`config.mk`:
```
export PLATFORM = sky130hd
export DESIGN_NAME = gray_conv_arbiter
export DESIGN_NICKNAME = d
export VERILOG_FILES = /design/src/rtl/gray_conv_pkg.sv /design/src/rtl/gray_xlate.sv /design/src/rtl/gray_conv_arbiter.sv
export SDC_FILE = /design/constraint.sdc
export NUM_CORES = 1
export LEC_CHECK = 0
export CELL_PAD_IN_SITES_DETAIL_PLACEMENT = 2
export CELL_PAD_IN_SITES_GLOBAL_PLACEMENT = 2
export CORE_UTILIZATION = 18
export CTS_CLUSTER_DIAMETER = 30
export DETAILED_ROUTE_END_ITERATION = 6
export MAX_ROUTING_LAYER = met4
export PLACE_DENSITY_LB_ADDON = 0.1
export SYNTH_ARGS = -nofsm -noshare
export SYNTH_HDL_FRONTEND = slang
export SYNTH_SLANG_ARGS = --single-unit
```
`constraint.sdc`:
```
create_clock -name clk -period 1.25 [get_ports clk]
set_input_delay 0.125 -clock clk [delete_from_list [all_inputs] [get_ports clk]]
set_output_delay 0.125 -clock clk [all_outputs]
set_load 0.1 [all_outputs]
```
`src/rtl/gray_conv_pkg.sv`:
```
// Shared definitions for the dual-channel Gray/binary converter arbiter.
// Holds the default word width, direction encodings, channel ids and the
// output-slot state type used by gray_conv_arbiter and gray_xlate.
package gray_conv_pkg;

  localparam int WIDTH_DEF = 4;

  // Direction bit carried with each request
  localparam logic MODE_BIN2GRAY = 1'b0;
  localparam logic MODE_GRAY2BIN = 1'b1;

  // Channel ids as reported on resp_id
  localparam logic CH0 = 1'b0;
  localparam logic CH1 = 1'b1;

  // Single-entry output slot
  typedef enum logic {
    SLOT_EMPTY = 1'b0,
    SLOT_FULL  = 1'b1
  } slot_state_t;

endpackage

```
`src/rtl/gray_xlate.sv`:
```
// Combinational WIDTH-bit binary<->Gray converter, mode selects direction.
// Latency: none (pure combinational).
// Backpressure: n/a.
// Ports: mode (0 = bin->gray, 1 = gray->bin), din (input word), dout (result).
module gray_xlate
  import gray_conv_pkg::*;
#(
  parameter int WIDTH = WIDTH_DEF
) (
  input  logic             mode,
  input  logic [WIDTH-1:0] din,
  output logic [WIDTH-1:0] dout
);

  logic [WIDTH-1:0] b2g;
  logic [WIDTH-1:0] g2b;

  always_comb begin
    b2g = din ^ (din >> 1);
    // Each binary bit is the XOR of all Gray bits from itself up to the MSB;
    // expressing it as a reduction avoids a self-referencing ripple vector.
    g2b = '0;
    for (int k = 0; k < WIDTH; k++) begin
      g2b[k] = ^(din >> k);
    end
    dout = (mode == MODE_GRAY2BIN) ? g2b : b2g;
  end

endmodule

```
`src/rtl/gray_conv_arbiter.sv`:
```
// Round-robin arbiter sharing one Gray/binary converter between two channels.
// Latency: 1 cycle from accept to resp_valid/resp_data; 1 word/cycle sustained.
// Backpressure: req_ready drops to 00 while the result slot is full and resp_ready=0.
// Ports: clk, reset (async active-high); req_valid/req_ready/req_data0/req_data1/
//   req_mode per-channel request handshake; resp_valid/resp_ready/resp_data/resp_id
//   result handshake. Optional busy_cnt0/busy_cnt1 transfer counters are present
//   only when GRAY_ARB_COUNT_EN is defined.
module gray_conv_arbiter
  import gray_conv_pkg::*;
#(
  parameter int WIDTH = WIDTH_DEF
) (
  input  logic             clk,
  input  logic             reset,
  input  logic [1:0]       req_valid,
  output logic [1:0]       req_ready,
  input  logic [WIDTH-1:0] req_data0,
  input  logic [WIDTH-1:0] req_data1,
  input  logic [1:0]       req_mode,
  output logic             resp_valid,
  input  logic             resp_ready,
  output logic [WIDTH-1:0] resp_data,
  output logic             resp_id
`ifdef GRAY_ARB_COUNT_EN
  ,
  output logic [7:0]       busy_cnt0,
  output logic [7:0]       busy_cnt1
`endif
);

  slot_state_t      state;
  logic             last_id;
  logic             can_load;
  logic [1:0]       grant;
  logic             xfer;
  logic             sel;
  logic [WIDTH-1:0] mux_data;
  logic             mux_mode;
  logic [WIDTH-1:0] conv_data;

  always_comb begin
    // Slot accepts a new word when empty, or when the current one is popped now.
    can_load = (state == SLOT_EMPTY) || resp_ready;
    // On a tie the channel not served last wins; otherwise the lone requester.
    if (req_valid == 2'b11) begin
      grant = (last_id == CH0) ? 2'b10 : 2'b01;
    end else begin
      grant = req_valid;
    end
    req_ready = can_load ? grant : 2'b00;
    xfer      = |req_ready;
    sel       = req_ready[1];
    mux_data  = sel ? req_data1 : req_data0;
    mux_mode  = req_mode[sel];
  end

  gray_xlate #(
    .WIDTH (WIDTH)
  ) u_xlate (
    .mode (mux_mode),
    .din  (mux_data),
    .dout (conv_data)
  );

  always_ff @(posedge clk or posedge reset) begin
    if (reset) begin
      state     <= SLOT_EMPTY;
      resp_data <= '0;
      resp_id   <= CH0;
      last_id   <= CH1;
    end else begin
      case (state)
        SLOT_EMPTY: begin
          if (xfer) begin
            state     <= SLOT_FULL;
            resp_data <= conv_data;
            resp_id   <= sel;
            last_id   <= sel;
          end
        end
        SLOT_FULL: begin
          // A push while full only happens alongside a pop, so the new word
          // simply replaces the old one and the slot stays full.
          if (xfer) begin
            resp_data <= conv_data;
            resp_id   <= sel;
            last_id   <= sel;
          end else if (resp_ready) begin
            state <= SLOT_EMPTY;
          end
        end
        default: state <= SLOT_EMPTY;
      endcase
    end
  end

  assign resp_valid = (state == SLOT_FULL);

`ifdef GRAY_ARB_COUNT_EN
  always_ff @(posedge clk or posedge reset) begin
    if (reset) begin
      busy_cnt0 <= 8'd0;
      busy_cnt1 <= 8'd0;
    end else if (xfer) begin
      if (sel == CH0) begin
        busy_cnt0 <= busy_cnt0 + 8'd1;
      end else begin
        busy_cnt1 <= busy_cnt1 + 8'd1;
      end
    end
  end
`endif

endmodule

```
==> flow_summary.ini <==
[sta]
maxSlewHeadroom = 0.796
fin_worst_skew_ns = 0.00702
worst-slew-pin-transition_ns = 0.306
timing.setup.tns_ns = -0.934
setup_ws_ns = -0.203
setup_viol = 7
fmax_ghz = 0.688
hold_violations = 0
rsz0062_at_grt = yes
drv_slew = 0
layout_worst_path_cycle_share = 1.16
fin_crit_ns = 1.45

[setup_path]
critical_path.startpoint_type = register
crit_start = last_id
crit_path_end_kind = primary output
cp_data_required_time_ns = 1.12
critPathKind = register to primary output
r2r_slack_ns = -0.14
reg2reg_depth = 5
arrival_ns = 1.33
r2r-start = last_id
reg2reg_to = resp_data[0]
critPathMaxFanout = 2

[cts]
cts.path.max_buffers = 2
clockRootBuffer = clkbuf_4
insertion_delay_ns = 0.27
cts_tree = built
cts-hold-fix-buffers = 0
cts.sink_count = 7
cts_made_buffers = 3
h-tree-depth = 1
path_clk_slew_ns = 0.06

[synth]
yosysWarnings = 0
synth_edf_count = 0
synthTopCellsByArea = dfrtp_1 34%, xor2_1 10%, mux2i_1 9.2%, xnor2_1 8.0%, nand2_1 7.8%
netlist_area_sq_um = 435
synth_top_area_cell = dfrtp_1
avgSynthCellArea_sq_um = 9.47
ys_types = 18
seq_area_frac_synth = 0.405
yosysTopAreaCellShare = 0.345
synthesis.nets = 61
synth-main-ff-cell = dfrtp_1
synth_common_cells = 9 x nand2_1, 6 x dfrtp_1, 5 x xor2_1
netlist_instances = 46
ys_ff_latch = 7
ys_async_sr_fraction = 1.00
synth.most_common_cell = nand2_1

[cells_and_area]
utilization = 0.454
area_delta_synth_final_pct = 135
fin_nets = 107
diodes = 0
layout-drive-gt1-share = 0.527

[pwr]
peakVddDrop_mv = 0.821
total_power_uw = 1490
p_per_area_nw_per_um2 = 1450
leakagePower_uw = 0.000461

[floorplan]
die-area_sq_um = 2620
die_y_um = 51.2
core_area_sq_um = 2250
die_w_um = 51.2
rows = 17
boundaryPins = 23
initial_core_util = 0.193

[global_routing]
first_global_vias = 537
met2_usage = 0.224
grt_max_degree = 8
track_usage = 0.134
top_usage_layer = met2
met1_usage = 0.141
grt_pass1_wl_um = 2370
antenna_found_initial = 0
globalRouteOverflowTotal = 0
grt_use_met3 = 0.0446

[place]
gp_congestion = 0.642
hpwlAfterDp_um = 1110
port_buffers = 22

[status]
status = complete, but fails checks
violations = setup timing

[detailed_routing]
wire_per_inst_um = 12.5
drtIter0Drc = 3
vias = 482
dr.pass1.iters = 4
via_per_inst = 4.05
drcViolationCount = 0
ant_nets = 0
wl_um = 1490

[hold_path]
hold_class = input pin to async pin

[flow_run]
cap_violations = 0
cells in the final DEF, fill, tap and decap left out, types with 2 or more instances in the layout:
cell / Yosys / routed
clkbuf_4: 0 / 3
nand2_1: 9 / 8
clkdlybuf4s50_1: 0 / 14
buf_6: 0 / 4
xnor2_1: 4 / 4
dfrtp_2: 0 / 3
nand2b_4: 0 / 2
dfrtp_1: 6 / 2
nand3_4: 1 / 2
mux2i_1: 4 / 3
a21oi_1: 3 / 2
buf_12: 0 / 8
xor2_1: 5 / 5
buf_4: 0 / 15
layout make-up:
cell class                 count  area, sq um
fill                         257         1230
timing repair buffer          41          458
multi-input combinational     36          293
sequential                     7          184
tap                           28         35.0
inverter                       3         27.5
clock buffer                   4         26.3
worst max path at each step:
| stage | depth (start not counted) | slack [ns] | endpoint |
|---|---|---|---|
| after CTS | 5 | -0.22 | req_ready[0] |
| final | 5 | -0.20 | req_ready[0] |
| after global routing | 5 | -0.25 | req_ready[0] |
| after detailed placement | 5 | -0.32 | resp_data[0] |
| after global placement | 5 | -0.27 | resp_data[0] |
| after floorplan | 4 | -0.16 | resp_data[0] |
registers in the layout (all words and copies together) (netlist names):
name and cells:
resp_id 1, last_id 1, resp_data 4, resp_valid 1
critical path: stages (launching register included):
cell and delay (ns):
dfstp_2 0.52, nand2b_4 0.12, nand3_4 0.06, buf_6 0.12, clkinvlp_4 0.07, buf_12 0.16
where the power goes:
part	internal, uW	total, uW	switching (uW)	leakage (uW)
Sequential	289	347	57.5	0.0000749
Clock	123	223	99.7	0.0000150
Combinational	386	916	530	0.000371
stage by stage:
| step | worst slack [ns] | hold slack (ns) | cell area, sq um | instances |
|---|---|---|---|---|
| global route | -0.248 | 0.147 | 1020 | 119 |
| global placement | -0.271 | 0.394 | 930 | 111 |
| CTS | -0.224 | 0.111 | 1010 | 119 |
| detailed placement | -0.317 | 0.393 | 930 | 111 |
| finish | -0.203 | 0.105 | 1020 | 119 |
| floorplan | -0.158 | -0.0725 | 482 | 46 |
logic make-up after synthesis:
logic type	count (synthesis)	synth area share
and+or+nand+nor	18	0.221
xor gates and xnor gates	9	0.181
DFF	7	0.405
AOI/OAI and AO/OA	5	0.0747
muxes	4	0.0920
buffers and inverters	3	0.0259
routing by layer:
layer  wire length (um)  vias up
li1                   -      241
met1                654      221
met2                736       16
met3                 70        4
met4                 28        0
met5                  0        -
repair_timing:
action / 4_1_cts / 5_1_grt
buffers inserted: 4 / 0
pin swaps: 1 / 0
gates resized for setup: 6 / 3
setup endpoints to repair: 7 / 8
No activity file was read; power rests on OpenSTA's default activity.
